--- src/rtl/synapse_accumulator_pkg.sv ---
// Shared constants for the synapse accumulator: default sizes, saturation
// limits and FSM state encodings.
`ifndef SYNAPSE_ACCUMULATOR_PKG_SV
`define SYNAPSE_ACCUMULATOR_PKG_SV

`define SAT_MAX(w) {1'b0, {((w)-1){1'b1}}}
`define SAT_MIN(w) {1'b1, {((w)-1){1'b0}}}

package synapse_accumulator_pkg;

  localparam int DEF_V_SIZE   = 4;
  localparam int DEF_N_INPUTS = 8;

  localparam logic [1:0] ST_IDLE  = 2'd0;
  localparam logic [1:0] ST_ACCUM = 2'd1;
  localparam logic [1:0] ST_DONE  = 2'd2;

endpackage

`endif

--- src/rtl/synapse_accumulator_sat_add.sv ---
// Combinational signed saturating adder: clamps to the V_SIZE-bit range
// when the wrapped sum overflows.
import synapse_accumulator_pkg::*;

module sat_add #(
  parameter int V_SIZE = DEF_V_SIZE
) (
  input  logic [V_SIZE-1:0] a,
  input  logic [V_SIZE-1:0] b,
  output logic [V_SIZE-1:0] y
);

  logic [V_SIZE-1:0] sum;

  always_comb begin
    sum = a + b;
    if (!a[V_SIZE-1] && !b[V_SIZE-1] && sum[V_SIZE-1]) begin
      y = `SAT_MAX(V_SIZE);
    end else if (a[V_SIZE-1] && b[V_SIZE-1] && !sum[V_SIZE-1]) begin
      y = `SAT_MIN(V_SIZE);
    end else begin
      y = sum;
    end
  end

endmodule

--- src/rtl/synapse_accumulator.sv ---
// Serial saturating sum of synaptic weights for active spike inputs, emitted
// as a one-cycle current pulse. Define SYN_SKIP_ZERO_EN to visit only set bits.
import synapse_accumulator_pkg::*;

module synapse_accumulator #(
  parameter int N_INPUTS = DEF_N_INPUTS,
  parameter int V_SIZE   = DEF_V_SIZE,
  localparam int IDX_W   = $clog2(N_INPUTS)
) (
  input  logic                clk,
  input  logic                rstn,
  input  logic                start,
  input  logic [N_INPUTS-1:0] spikes,
  input  logic                w_we,
  input  logic [IDX_W-1:0]    w_addr,
  input  logic [V_SIZE-1:0]   w_data,
  output logic                busy,
  output logic [V_SIZE-1:0]   current_out,
  output logic                current_valid
);

  logic [1:0]          state_q, state_d;
  logic [IDX_W-1:0]    idx_q, idx_d;
  logic [V_SIZE-1:0]   acc_q, acc_d;
  logic [V_SIZE-1:0]   cur_q, cur_d;
  logic                valid_q, valid_d;
  logic [N_INPUTS-1:0] spikes_q, spikes_d;
  logic [V_SIZE-1:0]   w_q [N_INPUTS];
  logic [V_SIZE-1:0]   w_d [N_INPUTS];
  logic [V_SIZE-1:0]   sum;

  sat_add #(.V_SIZE(V_SIZE)) u_sat_add (
    .a (acc_q),
    .b (w_q[idx_q]),
    .y (sum)
  );

`ifdef SYN_SKIP_ZERO_EN
  // Returns {found, index} of the lowest set bit of v at or above 'from'.
  function automatic logic [IDX_W:0] next_set(input logic [N_INPUTS-1:0] v,
                                               input int unsigned from);
    logic [IDX_W:0] r;
    r = '0;
    for (int unsigned i = 0; i < N_INPUTS; i++) begin
      if (!r[IDX_W] && i >= from && v[i]) begin
        r = {1'b1, IDX_W'(i)};
      end
    end
    return r;
  endfunction

  logic [IDX_W:0] first_hit, next_hit;
  always_comb begin
    first_hit = next_set(spikes, 0);
    next_hit  = next_set(spikes_q, 32'(idx_q) + 32'd1);
  end
`endif

  always_comb begin
    w_d = w_q;
    if (w_we && ({1'b0, w_addr} < (IDX_W+1)'(N_INPUTS))) begin
      w_d[w_addr] = w_data;
    end
  end

  always_comb begin
    state_d  = state_q;
    idx_d    = idx_q;
    acc_d    = acc_q;
    spikes_d = spikes_q;
    cur_d    = '0;
    valid_d  = 1'b0;
    case (state_q)
      ST_IDLE: begin
        if (start) begin
          spikes_d = spikes;
          acc_d    = '0;
          idx_d    = '0;
          state_d  = ST_ACCUM;
`ifdef SYN_SKIP_ZERO_EN
          if (first_hit[IDX_W]) begin
            idx_d = first_hit[IDX_W-1:0];
          end else begin
            state_d = ST_DONE;
          end
`endif
        end
      end
      ST_ACCUM: begin
        if (spikes_q[idx_q]) begin
          acc_d = sum;
        end
`ifdef SYN_SKIP_ZERO_EN
        if (next_hit[IDX_W]) begin
          idx_d = next_hit[IDX_W-1:0];
        end else begin
          idx_d   = '0;
          state_d = ST_DONE;
        end
`else
        if (idx_q == IDX_W'(N_INPUTS - 1)) begin
          idx_d   = '0;
          state_d = ST_DONE;
        end else begin
          idx_d = idx_q + 1'b1;
        end
`endif
      end
      ST_DONE: begin
        cur_d   = acc_q;
        valid_d = 1'b1;
        state_d = ST_IDLE;
      end
      default: state_d = ST_IDLE;
    endcase
  end

  always_ff @(posedge clk or negedge rstn) begin
    if (!rstn) begin
      state_q  <= ST_IDLE;
      idx_q    <= '0;
      acc_q    <= '0;
      cur_q    <= '0;
      valid_q  <= 1'b0;
      spikes_q <= '0;
      for (int unsigned i = 0; i < N_INPUTS; i++) begin
        w_q[i] <= '0;
      end
    end else begin
      state_q  <= state_d;
      idx_q    <= idx_d;
      acc_q    <= acc_d;
      cur_q    <= cur_d;
      valid_q  <= valid_d;
      spikes_q <= spikes_d;
      for (int unsigned i = 0; i < N_INPUTS; i++) begin
        w_q[i] <= w_d[i];
      end
    end
  end

  assign busy          = (state_q != ST_IDLE);
  assign current_out   = cur_q;
  assign current_valid = valid_q;

endmodule

--- config.mk ---
export PLATFORM = sky130hd
export DESIGN_NAME = synapse_accumulator
export DESIGN_NICKNAME = d
export VERILOG_FILES = /design/src/rtl/synapse_accumulator_pkg.sv /design/src/rtl/synapse_accumulator_sat_add.sv /design/src/rtl/synapse_accumulator.sv
export SDC_FILE = /design/constraint.sdc
export NUM_CORES = 1
export LEC_CHECK = 0
export ABC_AREA = 1
export CAP_MARGIN = 5
export CORE_MARGIN = 8
export CORE_UTILIZATION = 50
export DETAILED_ROUTE_END_ITERATION = 12
export PLACE_DENSITY = 0.71
export SYNTH_ARGS = -nofsm -noshare
export SYNTH_HDL_FRONTEND = slang
export SYNTH_HIERARCHICAL = 1
export SYNTH_SLANG_ARGS = --single-unit
--- constraint.sdc ---
create_clock -name clk -period 5.4 [get_ports clk]
set_input_delay 0.81 -clock clk [delete_from_list [all_inputs] [get_ports clk]]
set_output_delay 0.81 -clock clk [all_outputs]
set_load 0.01 [all_outputs]
== Yosys cells after proc, flatten, opt, wreduce, memory -nomap -nowiden ==
Cells that the tools add are included.

* Magnitude comparators: 4
* Add/subtract/negate cells: 2
* Bitwise logic cells: 2
* Multiplexer cells: 21
* Eq/ne operators: 6
* Reduce and logical (&&, ||, !) cells: 15

{| class="wikitable"
|+ Operators by type and width
! cell !! count
|-
| bitwise mux 32 bit || 1
|-
| 2-to-1 mux 4 bit || 8
|-
| binary-select mux 4 bit (select 3 bit) || 1
|-
| demux 4 bit (select 3 bit) || 1
|-
| greater-or-equal comparator 4 bit (second input constant) || 2
|-
| NOT 3 -> 4 bit || 2
|-
| case mux 4 bit (2 select lines) || 1
|-
| 2-to-1 mux 3 bit || 2
|-
| != test 2 bit (second input constant) || 3
|-
| case mux 3 bit (2 select lines) || 1
|-
| AND reduction 2 bit || 3
|-
| logical AND 1 bit || 5
|-
| adder 4 bit || 1
|-
| < comparator 3 x 4 -> 1 bit (second input constant) || 1
|-
| < comparator 4 x 1 -> 1 bit (second input constant) || 1
|-
| 2-to-1 mux 2 bit || 2
|-
| case mux 2 bit (2 select lines) || 1
|-
| nonzero test 2 bit || 2
|-
| adder 3 x 1 -> 3 bit (second input constant) || 1
|-
| binary-select mux 1 bit (select 3 bit) || 1
|-
| == test 3 bit (second input constant) || 1
|-
| logical NOT 1 bit || 3
|-
| AND reduction 3 bit || 1
|-
| == test 2 x 1 -> 1 bit (second input constant) || 1
|-
| other kinds (3) || 4
|}

* Word-level logic and storage cells: 64
* Register bits after elaboration: 54

== Depth between registers and ports, before layout ==
Gate-level depths: netlist of run 1.

* Depth in word-level cells: 11
* Depth in mapped cells: 17

== Hierarchy ==
The synthesis of run 1 kept the hierarchy.

{| class="wikitable"
|+ By module, submodules not included
! module !! cells an instance !! area each (um2) !! times used !! sequential area each (um2)
|-
| synapse_accumulator || 287 || 2404.8 || 1 || 1351.3
|-
| sat_add || 26 || 180.2 || 1 || 0.0
|}

== Worst setup path after synthesis of run 1 ==
No wires, ideal clock.

* Path type: reg2reg
* Start point: register idx_q[0]
* End point: register acc_q[2]
* Stages on the path, launching flop included: 18
* Buffers on the path: 2
* Data arrival time: 2.367 ns
* Path slack: 2.968 ns
* Path through: dfrtp_1 > inv_2 > buf_6 > buf_2 > nor2_1 > o22ai_1 > nand2_1 > nand2_1 > ha_1 > a21oi_1 > nand2_1 > fa_1 > inv_1 > nand2_2 > nand3_1 > nand2_1 > nand4_1 > nand2_1

* Cells in the longest elaborated chain, start to end: 11
* Elaborated cells on any way between the ends: 19
* Classes of those cells: add/sub: 1; eq/ne: 1; mux: 9; bitwise: 1; reduce/logical: 7

{| class="wikitable"
|+ RTL lines
! item !! RTL line !! text
|-
| start, declared || synapse_accumulator.sv:23 || <nowiki>logic [IDX_W-1:0] idx_q, idx_d;</nowiki>
|-
| start signal, assigned || synapse_accumulator.sv:131 || <nowiki>idx_q <= idx_d;</nowiki>
|-
| NOT 3 -> 4 bit (not written as such) (*) || synapse_accumulator.sv:34 || <nowiki>.b (w_q[idx_q]),</nowiki>
|-
| binary-select mux 4 bit (select 3 bit) (*) || synapse_accumulator.sv:34 ||
|-
| 2-to-1 mux 4 bit (not written as such) (*) (2 in a row) || synapse_accumulator.sv:34 ||
|-
| adder 4 bit || synapse_accumulator_sat_add.sv:16 || <nowiki>sum = a + b;</nowiki>
|-
| logical NOT 1 bit || synapse_accumulator_sat_add.sv:19 || <nowiki>end else if (a[V_SIZE-1] && b[V_SIZE-1] && !sum[V_SIZE-1]) begin</nowiki>
|-
| logical AND 1 bit || synapse_accumulator_sat_add.sv:19 ||
|-
| 2-to-1 mux 4 bit || synapse_accumulator_sat_add.sv:19 ||
|-
| 2-to-1 mux 4 bit (*) || synapse_accumulator_sat_add.sv:17 || <nowiki>if (!a[V_SIZE-1] && !b[V_SIZE-1] && sum[V_SIZE-1]) begin</nowiki>
|-
| via sum[2] || synapse_accumulator.sv:30 || <nowiki>logic [V_SIZE-1:0] sum;</nowiki>
|-
| 2-to-1 mux 4 bit (*) || synapse_accumulator.sv:90 || <nowiki>if (spikes_q[idx_q]) begin</nowiki>
|-
| case mux 4 bit (2 select lines) (*) || synapse_accumulator.sv:73 || <nowiki>case (state_q)</nowiki>
|-
| end signal, assigned || synapse_accumulator.sv:122 || <nowiki>acc_q <= '0;</nowiki>
|-
| end signal, assigned || synapse_accumulator.sv:132 || <nowiki>acc_q <= acc_d;</nowiki>
|-
| end, declared || synapse_accumulator.sv:24 || <nowiki>logic [V_SIZE-1:0] acc_q, acc_d;</nowiki>
|}

The timed path passes the listed nets; every way through them passes the cells marked *. The select of a mux whose other input is x is not followed.
A chain may end at the register's enable or synchronous reset.

== Final worst setup path of run 1 ==
Ends and elaborated chain as after synthesis.

==> results.md, run 1 <==
Power:
- Of the total power, registers draw 0.415.
- In this run the power density over the cells is 500 mW/mm^2.
- The switching share of total power is 0.415.
- The net switching component of the power is 0.614 mW.
- The power share of the combinational group is 0.431.
- Internal power comes to 0.865 mW.
- The leakage power of the design is 1.46 nW.
- The worst-case IR drop observed on VDD is around 0.00019 V.
- The clock power share is 0.154.

Worst setup path:
- The kind of critical path is reg2reg.
- The endpoint class of the critical path is a register.
- The launching element type of the critical path is a register.
- STA puts the critical path data arrival time at 3.31 ns.
- The critical-path maximum fanout is 24.
- The number of cells on the worst reg-to-reg path is 15.
- The data required time at the worst endpoint is 5.64 ns.

Timing:
- The clock period minus final worst setup slack is approximately 3.1 ns.
- The final setup TNS is 0 ns.
- Setup repair after global routing left no endpoint under its margin.
- In the finished design, the share of the clock period the worst path needs comes to 0.568.
- The maximum achievable frequency is 0.326 GHz.
- The worst pin sits at a relative slew slack of 0.521.
- At the pin with the least slew margin, the transition time is 0.719 ns.
- The worst-case hold slack is 0.486 ns.
- The final setup violation count is 0.
- The final hold violation count was 0.
- On the final layout, the worst clock skew is 0.00665 ns.
- The number of max-slew violations in the final report is 0.

Detailed routing:
- Before antenna repair, the detailed router went through 4 iterations.
- The total via count after detailed routing is 2048.
- In this run, the number of DRC markers left after iteration 0 of detailed routing was ~150.
- The via-per-instance ratio is approximately 5.
- The number of nets still failing antenna checks after routing is 0.
- The average detailed-routed wire length per instance is around 13 um.
- The final routed wirelength across all metal layers is 5.30 mm.
- In the routed design, unresolved DRC markers number 0.

Min path:
- The worst hold path passes through 2 cells.
- The worst hold path belongs to the class reg2reg.

Finish:
- The area growth from synthesis to layout is 14.4%.
- The filler-free cell count of the finished design is 408.
- The net count reported at finish is approximately 370.
- The post-route core utilization is 0.586.
- The number of inserted filler cells in the final layout is about 470.
- Across the whole layout, storage elements account for ~0.0014 sq mm.
- The count of inserted antenna diode cells is 0.
- The area of the multi-input gates is 0.00106 sq mm.
- The share of cells above drive strength 1 is 0.0414.

Placed design:
- The number of placed instances with taps included is 400.
- Summed over all nets, the half-perimeter wirelength after detailed placement is approximately 3.9 mm.
- The count of buffers added on input and output ports is 24.
- Routability-driven placement finished with a final weighted congestion of 0.817.

Synthesis:
- The total of flip-flops plus latches after synthesis is 54.
- Sorting the synthesized cells by area gives the leading types as sky130_fd_sc_hd__dfrtp_1, sky130_fd_sc_hd__nand2_1, sky130_fd_sc_hd__o21ai_0.
- The cell type with the highest aggregate area in the netlist is sky130_fd_sc_hd__dfrtp_1.
- For this run, the leading register cell type out of synthesis is sky130_fd_sc_hd__dfrtp_1.
- The total of warnings raised by yosys is 6.
- A synthesized cell averages 8.26 sq um.
- Synthesis handed over a netlist of 313 instances.
- The number of distinct library cell variants in the gate-level netlist after synthesis is 20.
- Synthesis produced a netlist with a net count of 341.
- The commonest cells after synthesis are sky130_fd_sc_hd__nand2_1, sky130_fd_sc_hd__dfrtp_1, sky130_fd_sc_hd__o21ai_0.
- The count of flip-flops with a built-in enable after synthesis is 0.
- In this run the cell area of the synthesized design comes to approximately 0.0026 sq mm.
- The fraction of synthesis flops using an asynchronous set or reset pin is 1.00.
- The share of the Yosys chip area taken by registers is 0.523.
- sky130_fd_sc_hd__nand2_1 is the most common cell in the netlist.
- The share of the synthesized area in the top cell type is 0.523.

Status:
- The run finished with clean final reports.

Global routing:
- In the global route stage, overall resource usage came out at 0.149.
- The largest net degree at the start of global routing is 55.
- The via count of the first global-routing pass was 1864.
- The first global-routing pass estimated 8.97 mm of wire.
- The number of antenna violations at the first check in global routing is 0.
- After global routing the overflow that remains totals 0.

Clock tree:
- The maximum buffer depth of the clock tree is 2.
- The tree built by TritonCTS fans out to 54 sinks.
- The post-cts hold buffer count is 0.
- The number of H-tree levels is 2.
- The later pin in the worst-skew pair is clocked with a latency of 0.31 ns.
- CTS placed an instance of sky130_fd_sc_hd__clkbuf_8 at the clock tree root.
- After clock tree synthesis, the clock-pin slew on the worst setup and hold paths is 0.09 ns.
- The number of clock buffers added by TritonCTS is 5.
- The TritonCTS clock tree is yes.
- In this run the post-CTS setup repair buffer count came out at 0.
- Once the clock tree was built, the resizer swapped 0 gates to a different size.

Run:
- Across the run, the number of max-cap violations was 0.

Floorplan:
- The die width is 87.9 um.
- From bottom edge to top edge, the die measures roughly 88 um.
- The initial utilization of the core area, before any placement, comes to 0.513.
- The die footprint is 0.00773 sq mm.
- The initialized floorplan defines 26 standard-cell rows.
- The total core area is between 0.005 and 0.006 sq mm.
- During I/O placement, the number of pins put on the boundary was 25.
[power groups by stage]
| stage | Sequential, mW | Clock (mW) | Combinational [mW] |
|---|---|---|---|
| 6_report | 0.614 | 0.228 | 0.637 |
| 3_3_place_gp | 0.619 | 0 | 0.619 |
| 5_1_grt | 0.629 | 0.251 | 0.745 |
| 4_1_cts | 0.613 | 0.236 | 0.642 |
| 3_5_place_dp | 0.620 | 0 | 0.640 |
| 2_1_floorplan | 0.571 | 0 | 0.545 |
[per-stage QoR]
step                cell area [sq um]  setup slack [ns]  power (mW)
global route                     2960              2.09        1.63
finish                           2960              2.33        1.48
CTS                              2960              2.36        1.49
detailed placement               2870              2.40        1.26
global placement                 2870              2.50        1.24
floorplan                        2580              2.97        1.12
[worst paths after layout]
kind / startpoint / end / slack, ns
min: w_q[5] / w_q[5] / 0.49
min in group asynchronous: rstn / spikes_q[3] / 0.61
min reg2reg: w_q[5] / w_q[5] / 0.49
max in group asynchronous: rstn / w_q[16] / 4.35
max reg2reg: idx_q[0] / acc_q[2] / 2.33
max: idx_q[0] / acc_q[2] / 2.33
[cells in the final DEF (no fill, tap or decap)]
cell | Yosys | layout
sky130_fd_sc_hd__o22ai_1 | 8 | 8
sky130_fd_sc_hd__buf_4 | 2 | 1
sky130_fd_sc_hd__nand3_1 | 15 | 15
sky130_fd_sc_hd__fa_1 | 2 | 2
sky130_fd_sc_hd__clkbuf_8 | 0 | 6
sky130_fd_sc_hd__clkbuf_1 | 1 | 1
sky130_fd_sc_hd__nand4_1 | 4 | 4
sky130_fd_sc_hd__o21ai_1 | 2 | 2
sky130_fd_sc_hd__nand2_2 | 2 | 2
sky130_fd_sc_hd__ha_1 | 7 | 7
sky130_fd_sc_hd__nand3_2 | 1 | 1
sky130_fd_sc_hd__clkdlybuf4s50_1 | 0 | 23
sky130_fd_sc_hd__dfrtp_1 | 54 | 54
sky130_fd_sc_hd__nor2_1 | 39 | 39
sky130_fd_sc_hd__clkinv_2 | 0 | 1
sky130_fd_sc_hd__inv_2 | 1 | 1
sky130_fd_sc_hd__inv_1 | 33 | 33
sky130_fd_sc_hd__o21ai_0 | 45 | 45
sky130_fd_sc_hd__buf_2 | 4 | 1
sky130_fd_sc_hd__a21oi_1 | 13 | 13
sky130_fd_sc_hd__nand2_1 | 78 | 78
sky130_fd_sc_hd__nor3_4 | 1 | 1
[logic make-up after synthesis]
family / share of synthesized area
fa+ha+maj: 0.0494
compound gates: 0.136
simple gates: 0.224
flops: 0.523
buf+inv: 0.0687
[state kept, by name, summed over array words and instances, names as in the netlist]
signal,flops
w_q,32
idx_q,3
acc_q,4
state_q,2
spikes_q,8
current_out,4
current_valid,1
[area by class of cell]
| cell class | count | share of cell area |
|---|---|---|
| well taps | 70 | 0.0296 |
| multi-input cells | 217 | 0.357 |
| clock buffers | 7 | 0.0292 |
| flip-flops and latches | 54 | 0.457 |
| repair buffers | 25 | 0.0821 |
| clock inverters | 1 | 0.00169 |
| inverters | 34 | 0.0432 |
[worst max-delay path, stage by stage (launching register included)]
cell and delay [ns]:
sky130_fd_sc_hd__dfrtp_1 0.81, sky130_fd_sc_hd__inv_2 0.29, sky130_fd_sc_hd__o21ai_0 0.24, sky130_fd_sc_hd__o22ai_1 0.09, sky130_fd_sc_hd__nand2_1 0.06, sky130_fd_sc_hd__nand2_1 0.06
sky130_fd_sc_hd__ha_1 0.31, sky130_fd_sc_hd__a21oi_1 0.13, sky130_fd_sc_hd__nand2_1 0.07, sky130_fd_sc_hd__fa_1 0.50, sky130_fd_sc_hd__inv_1 0.05, sky130_fd_sc_hd__nand2_2 0.07
sky130_fd_sc_hd__nand3_1 0.08, sky130_fd_sc_hd__nand2_1 0.06, sky130_fd_sc_hd__nand4_1 0.09, sky130_fd_sc_hd__nand2_1 0.08
[routing by layer]
metal	track usage	vias up	wire length, um
li1	-	1057	-
met1	0.199	944	2590
met2	0.229	41	2360
met3	0.0375	6	284
met4	0.0469	0	61
met5	0	-	0
(Power assumes the default switching activity.)
==> run 2, diff against run 1 <==
--- a/config.mk
+++ b/config.mk
@@ -10,7 +10,7 @@
 export CORE_MARGIN = 8
 export CORE_UTILIZATION = 50
 export DETAILED_ROUTE_END_ITERATION = 12
-export PLACE_DENSITY = 0.71
+export PLACE_DENSITY = 0.74
 export SYNTH_ARGS = -nofsm -noshare
 export SYNTH_HDL_FRONTEND = slang
 export SYNTH_HIERARCHICAL = 1
==> constraint.sdc (replaced) <==
create_clock -name clk -period 2.5 [get_ports clk]
set_input_delay 0.375 -clock clk [delete_from_list [all_inputs] [get_ports clk]]
set_output_delay 0.375 -clock clk [all_outputs]
set_load 0.01 [all_outputs]
==> results.md, run 2 (synthesis results as in run 1) <==
Min path:
- The class of the most critical hold timing path is in2async (was reg2reg).

Power:
- The ratio of total power to cell area came to 1160 mW/mm^2 (was 500 mW/mm^2).
- The total power draw came to 3.65 mW (was 1.48 mW).
- The leakage power of the design is 1.55 nW (was 1.46 nW).
- The highest ir drop seen on vdd came to 0.000449 V (was 0.000185 V).

Global routing:
- The via count of the first global-routing pass is 2066 (was 1864).
- The total track usage was 0.148 (was 0.149).
- The total global routing overflow is 0 (unchanged).
- The number of antenna violations at the first check in global routing was 0 (unchanged).
- The first-pass GRT wire length is 9.14 mm (was 8.97 mm).
- The largest net degree at the start of global routing came to 55 (unchanged).

Floorplan:
- The height of the chip is 87.9 um (unchanged).
- The die footprint is 0.00773 sq mm (unchanged).
- The number of top-level design ports is 25 (unchanged).
- The total core area is 0.00504 sq mm (unchanged).
- The starting utilization of the core area came to 0.513 (unchanged).
- The die width was 87.9 um (unchanged).
- The number of core rows is 26 (unchanged).

Clock tree:
- The post-cts hold buffer count is 0 (unchanged).
- The clock latency on the worst-skew pair is 0.30 ns (was 0.31 ns).
- The CTS clock-pin slew for the worst setup and hold paths was 0.09 ns (about the same).
- The number of H-tree levels is 2 (unchanged).
- The buffer type at the clock tree root was sky130_fd_sc_hd__clkbuf_8 (unchanged).
- The total CTS buffers is 5 (unchanged).
- The TritonCTS clock tree is yes (unchanged).
- The maximum buffer depth of the clock tree was 2 (unchanged).
- The clock net sink count was 54 (unchanged).

Worst setup path:
- The kind of critical path is reg2reg (unchanged).
- The data required time at the worst endpoint came to 2.74 ns (was 5.64 ns).
- The critical-path maximum fanout is 7 (was 24).
- The launching element type of the critical path is a register (unchanged).
- The endpoint class of the critical path is a register (unchanged).
- The signal arrival time at the worst endpoint is 2.67 ns (was 3.31 ns).

Timing:
- The number of max-slew violations in the final report was 0 (unchanged).
- The final setup violation count was 0 (unchanged).
- The maximum achievable frequency was 0.412 GHz (was 0.326 GHz).
- The final setup skew was 0.00359 ns (was 0.00665 ns).
- The clock period minus final worst setup slack came to 2.42 ns (was 3.07 ns).
- The pin slew with the least headroom to its limit came to 0.685 ns (was 0.719 ns).
- The worst-case setup margin in the final layout was 0.0753 ns (was 2.33 ns).
- The final hold violation count is 0 (unchanged).
- The worst-case hold slack is 0.184 ns (was 0.486 ns).
- RSZ-0062 raised after global routing: true (was false).
- The worst slew margin relative to its limit is 0.542 (was 0.521).
- The part of the cycle the worst path needs came to 0.970 (was 0.568).

Detailed routing:
- The number of nets still failing antenna checks after routing is 0 (unchanged).
- The total via count after detailed routing is 2149 (was 2048).
- The length of the first detailed-routing pass in iterations is 4 (unchanged).
- The average detailed-routed wire length per instance came to 13.0 um (about the same).
- The detailed-route DRC error count is 0 (unchanged).
- The iteration-0 DRC count of the detailed router was 68 (was 151).
- The via-per-instance ratio is 5.07 (was 5.02).
- The final routed wirelength across all metal layers is 5.53 mm (was 5.30 mm).

Finish:
- Most frequent cells in the layout: sky130_fd_sc_hd__nand2_1, sky130_fd_sc_hd__dfrtp_1, sky130_fd_sc_hd__o21ai_0 (unchanged).
- The area added between synthesis and finish is 22.3% (was 14.4%).
- The most common library cell in the layout ignoring fill and taps is sky130_fd_sc_hd__nand2_1 (unchanged).
- The count of inserted antenna diode cells is 0 (unchanged).
- The register with the most flip-flops is w_q (unchanged).
- The share of cells above drive strength 1 came to 0.127 (was 0.0414).
- The net count reported at finish is 382 (was 365).
- Largest registers ranked by flip-flop count: w_q: 32 flops, spikes_q: 8 flops (unchanged).
- The post-route core utilization came to 0.627 (was 0.586).
- The flip-flop count of the largest register after layout is 32 (unchanged).

Run:
- The number of maximum-capacitance constraint violations is 0 (unchanged).

Placed design:
- The half-perimeter wire length after placement came to 3.97 mm (was 3.86 mm).
- The final weighted congestion in routability-driven placement was 0.843 (was 0.817).
- The number of port buffers was 24 (unchanged).
- The pre-CTS setup slack came to 0.00997 ns (was 2.40 ns).

Status:
- Result of the run: finished, final reports clean (unchanged).
run 2: path summary, 6_finish.rpt:
kind / to / cells after the start / start / slack [ns]
min reg2reg: w_q[20] / 2 / w_q[20] / 0.49
max in group asynchronous: idx_q[0] / 2 / rstn / 1.84
min: spikes_q[4] / 2 / rstn / 0.18
max: acc_q[2] / 15 / idx_q[0] / 0.08
min in group clk: w_q[20] / 2 / w_q[20] / 0.49
max reg2reg: acc_q[2] / 15 / idx_q[0] / 0.08
run 2: report_power, final:
part           internal, mW  switching [mW]
Clock                 0.321           0.272
Combinational         0.783           0.984
Sequential             1.11           0.186
run 2: per-stage QoR:
step	instances	instance area [sq um]	TNS (ns)
3_5_place_dp	407	2920	0
2_1_floorplan	313	2580	0
5_1_grt	424	3160	-0.246
4_1_cts	414	3030	0
6_report	424	3160	0
3_3_place_gp	407	2920	0
run 2: timing repair:
| item | CTS | global route |
|---|---|---|
| gates resized for setup | 1 | 23 |
| setup buffers | 0 | 9 |
| pin swaps | 0 | 10 |
| setup endpoints to repair | 1 | 3 |
| gates cloned | 0 | 1 |
run 2: metal layers:
layer	routed length [um]	global-route usage	share of wire	vias to the layer above
li1	-	-	-	1091
met1	2560	0.186	0.46	1002
met2	2630	0.250	0.48	48
met3	265	0.0347	0.048	8
met4	72	0.0375	0.013	0
met5	0	0	0	-
run 2: critical path: stages (launching register included):
cell and delay (ns):
sky130_fd_sc_hd__dfrtp_2 0.46, sky130_fd_sc_hd__buf_6 0.15, sky130_fd_sc_hd__o21ai_2 0.12, sky130_fd_sc_hd__o22ai_1 0.09, sky130_fd_sc_hd__nand2_1 0.09, sky130_fd_sc_hd__nand2_2 0.07
sky130_fd_sc_hd__ha_4 0.23, sky130_fd_sc_hd__a21oi_2 0.13, sky130_fd_sc_hd__nand2_1 0.09, sky130_fd_sc_hd__fa_1 0.53, sky130_fd_sc_hd__inv_1 0.06, sky130_fd_sc_hd__nand2_2 0.06
sky130_fd_sc_hd__nand3_1 0.07, sky130_fd_sc_hd__nand2_1 0.06, sky130_fd_sc_hd__nand4_1 0.09, sky130_fd_sc_hd__nand2_1 0.07
run 2: area by class of cell:
| cell class | count | area, sq um |
|---|---|---|
| flip-flops and latches | 54 | 1350 |
| clock buffers | 6 | 82.6 |
| repair buffers | 42 | 373 |
| clock inverters | 1 | 30.0 |
| fillers | 433 | 1880 |
| inverters | 34 | 133 |
| multi-input cells | 217 | 1100 |
| well taps | 70 | 87.6 |
==> RTL change (flow settings as in run 1) <==
The package constant `DEF_V_SIZE` goes from 4 to 2.
--- a/src/rtl/synapse_accumulator_pkg.sv
+++ b/src/rtl/synapse_accumulator_pkg.sv
@@ -10,3 +10,3 @@
 
-  localparam int DEF_V_SIZE   = 4;
+  localparam int DEF_V_SIZE   = 2;
   localparam int DEF_N_INPUTS = 8;
Interface: changed (resized current_out and w_data); port bits go from 25 to 21. The function was not compared with the original's and may differ.
==> RTL change against run 1 <==
- final area shrank 34%
- routed wire length shrank 38%
- maximum frequency up 33%
- total power fell by 38%
- setup slack gained 0.76 ns
- die area is 30% lower
- synthesized area is 36% lower
- synthesized cell count fell by 34%
- combinational power shrank 41%
- sequential cell count is 20 lower
==> RTL change: results (changes against run 1) <==
* Max incr delay on CP at 0.49 ns (-0.32 ns)
* # nets final at 255 (-30%)
* First-pass GRT wire length at 5710 um (-36%)
* Crit path DAT at 1.49 ns (-1.82 ns)
* Count of different cell masters after synthesis at 18 (-10%)
* Worst Hold End: w_q[2]
* FF-to-FF setup slack at 3.31 ns (+0.98 ns)
* Met1 WL at 1500 um (-42%)
* Met2 WL at 1550 um (-34%)
* Vias in the first global route at 1,309 (-30%)
* Measured slew at the worst slew-check pin at 0.469 ns (-0.249 ns)
* Hold path startpoint: w_q[2]
* Fraction of layout cells with a size suffix above 1 at 5.56% (+1.4 points)
* Max Fanout on Critical Path at 6 (-75%)
* Final GP Congestion at 0.796 (-2.6%)
* Compound-Gate Fraction of Synth Area at 12.1% (-1.4 points)
* Fill cell count at 331 (-30%)
* Worst clock skew at 0.00408 ns (-0.00256 ns)
* Max rail drop VDD at 202 uV (+8.8%)
* Root Driver: clkbuf_4
* Status: completed
* Critical path's slowest cell: clkdlybuf4s50_1
* Adder-cell share of the synthesized area at 3.79% (-1.1 points)
* Setup ws final at 3.10 ns (+0.764 ns)
* Reg2reg end: acc_q[0]
* Tot GR Track Use at 13.8% (-1.1 points)
* Met3 WL post-DR at 143 um (-50%)
* Skew-Pair Late Insertion Delay at 0.34 ns (+0.03 ns)
* Uppermost routed layer: met4
* Routed length per instance at 11.6 um (-10%)
* Synth top area cells: dfrtp_1 (52%), nand2_1 (14%), o21ai_0 (9.7%)
* Number of cells on the worst reg-to-reg path at 14 (-1)
* XOR/XNOR share of the synthesized area at 0% (unchanged)
* Largest net degree at the start of global routing at 35 (-36%)
* Regs by FF count: w_q (16), spikes_q (8), idx_q (3)
* Starting DRT DRC Count at 79 (-48%)
* Sequential fraction of the synthesis area at 51.6% (-0.72 points)
* Drt via density at 4.83 (-3.7%)
* PortBufs at 20 (-17%)
RTL change: changes by cell type in the layout (fill, tap and decap cells not counted), moves of 6 or more:
cell,change
inv_1,-7
dfrtp_1,-20
a21oi_1,-11
nand2_1,-15
o21ai_0,-13
nand3_1,-6
nor2_1,-21
RTL change: stage by stage:
stage | hold WS [ns] | cells | instance area [um^2]
floorplan | 0.448 | 208 | 1650
global placement | 0.460 | 272 | 1890
detailed placement | 0.468 | 272 | 1890
CTS | 0.491 | 280 | 1950
global route | 0.501 | 280 | 1950
finish | 0.485 | 280 | 1950
RTL change: layout make-up:
cell class | count | area, um^2 | share of cell area [%]
clock buffer | 7 | 55.1 | 2.82
clock inverter | 1 | 5.00 | 0.256
inverter | 28 | 105 | 5.38
timing repair buffer | 21 | 208 | 10.6
tap | 46 | 57.6 | 2.94
sequential | 34 | 851 | 43.5
multi-input combinational | 143 | 673 | 34.4
RTL change: worst max-delay path: cells and delay by family (launching register included):
family	cells	cell delay [ns]
flops	1	0.44
buf+inv	2	0.56
simple gates	1	0.17
RTL change: how the worst max path moves through the flow:
stage / from / endpoint
after floorplan: idx_q[0] / acc_q[0]
after global routing: state_q[1] / busy
after CTS: state_q[1] / busy
after global placement: w_addr[2] / w_q[0]
after detailed placement: idx_q[0] / acc_q[0]
final: state_q[1] / busy
RTL change: metal layers:
metal	global-route usage, %	vias to the layer above
met5	0	-
met2	22.9	24
met3	3.55	6
met4	7.98	0
li1	-	715
met1	15.4	608
RTL change: cells by family (layout without fill, tap and decap cells):
group | count (synthesis) | after routing
AOI/OAI and AO/OA | 39 | 39
adders and majority gates | 5 | 5
buffers and inverters | 31 | 57
DFF | 34 | 34
and+or+nand+nor | 99 | 99
RTL change: report_power, final:
| group | internal [W] | switching, W |
|---|---|---|
| clock network | 0.0000630 | 0.0000814 |
| logic | 0.000150 | 0.000229 |
| registers | 0.000328 | 0.0000620 |
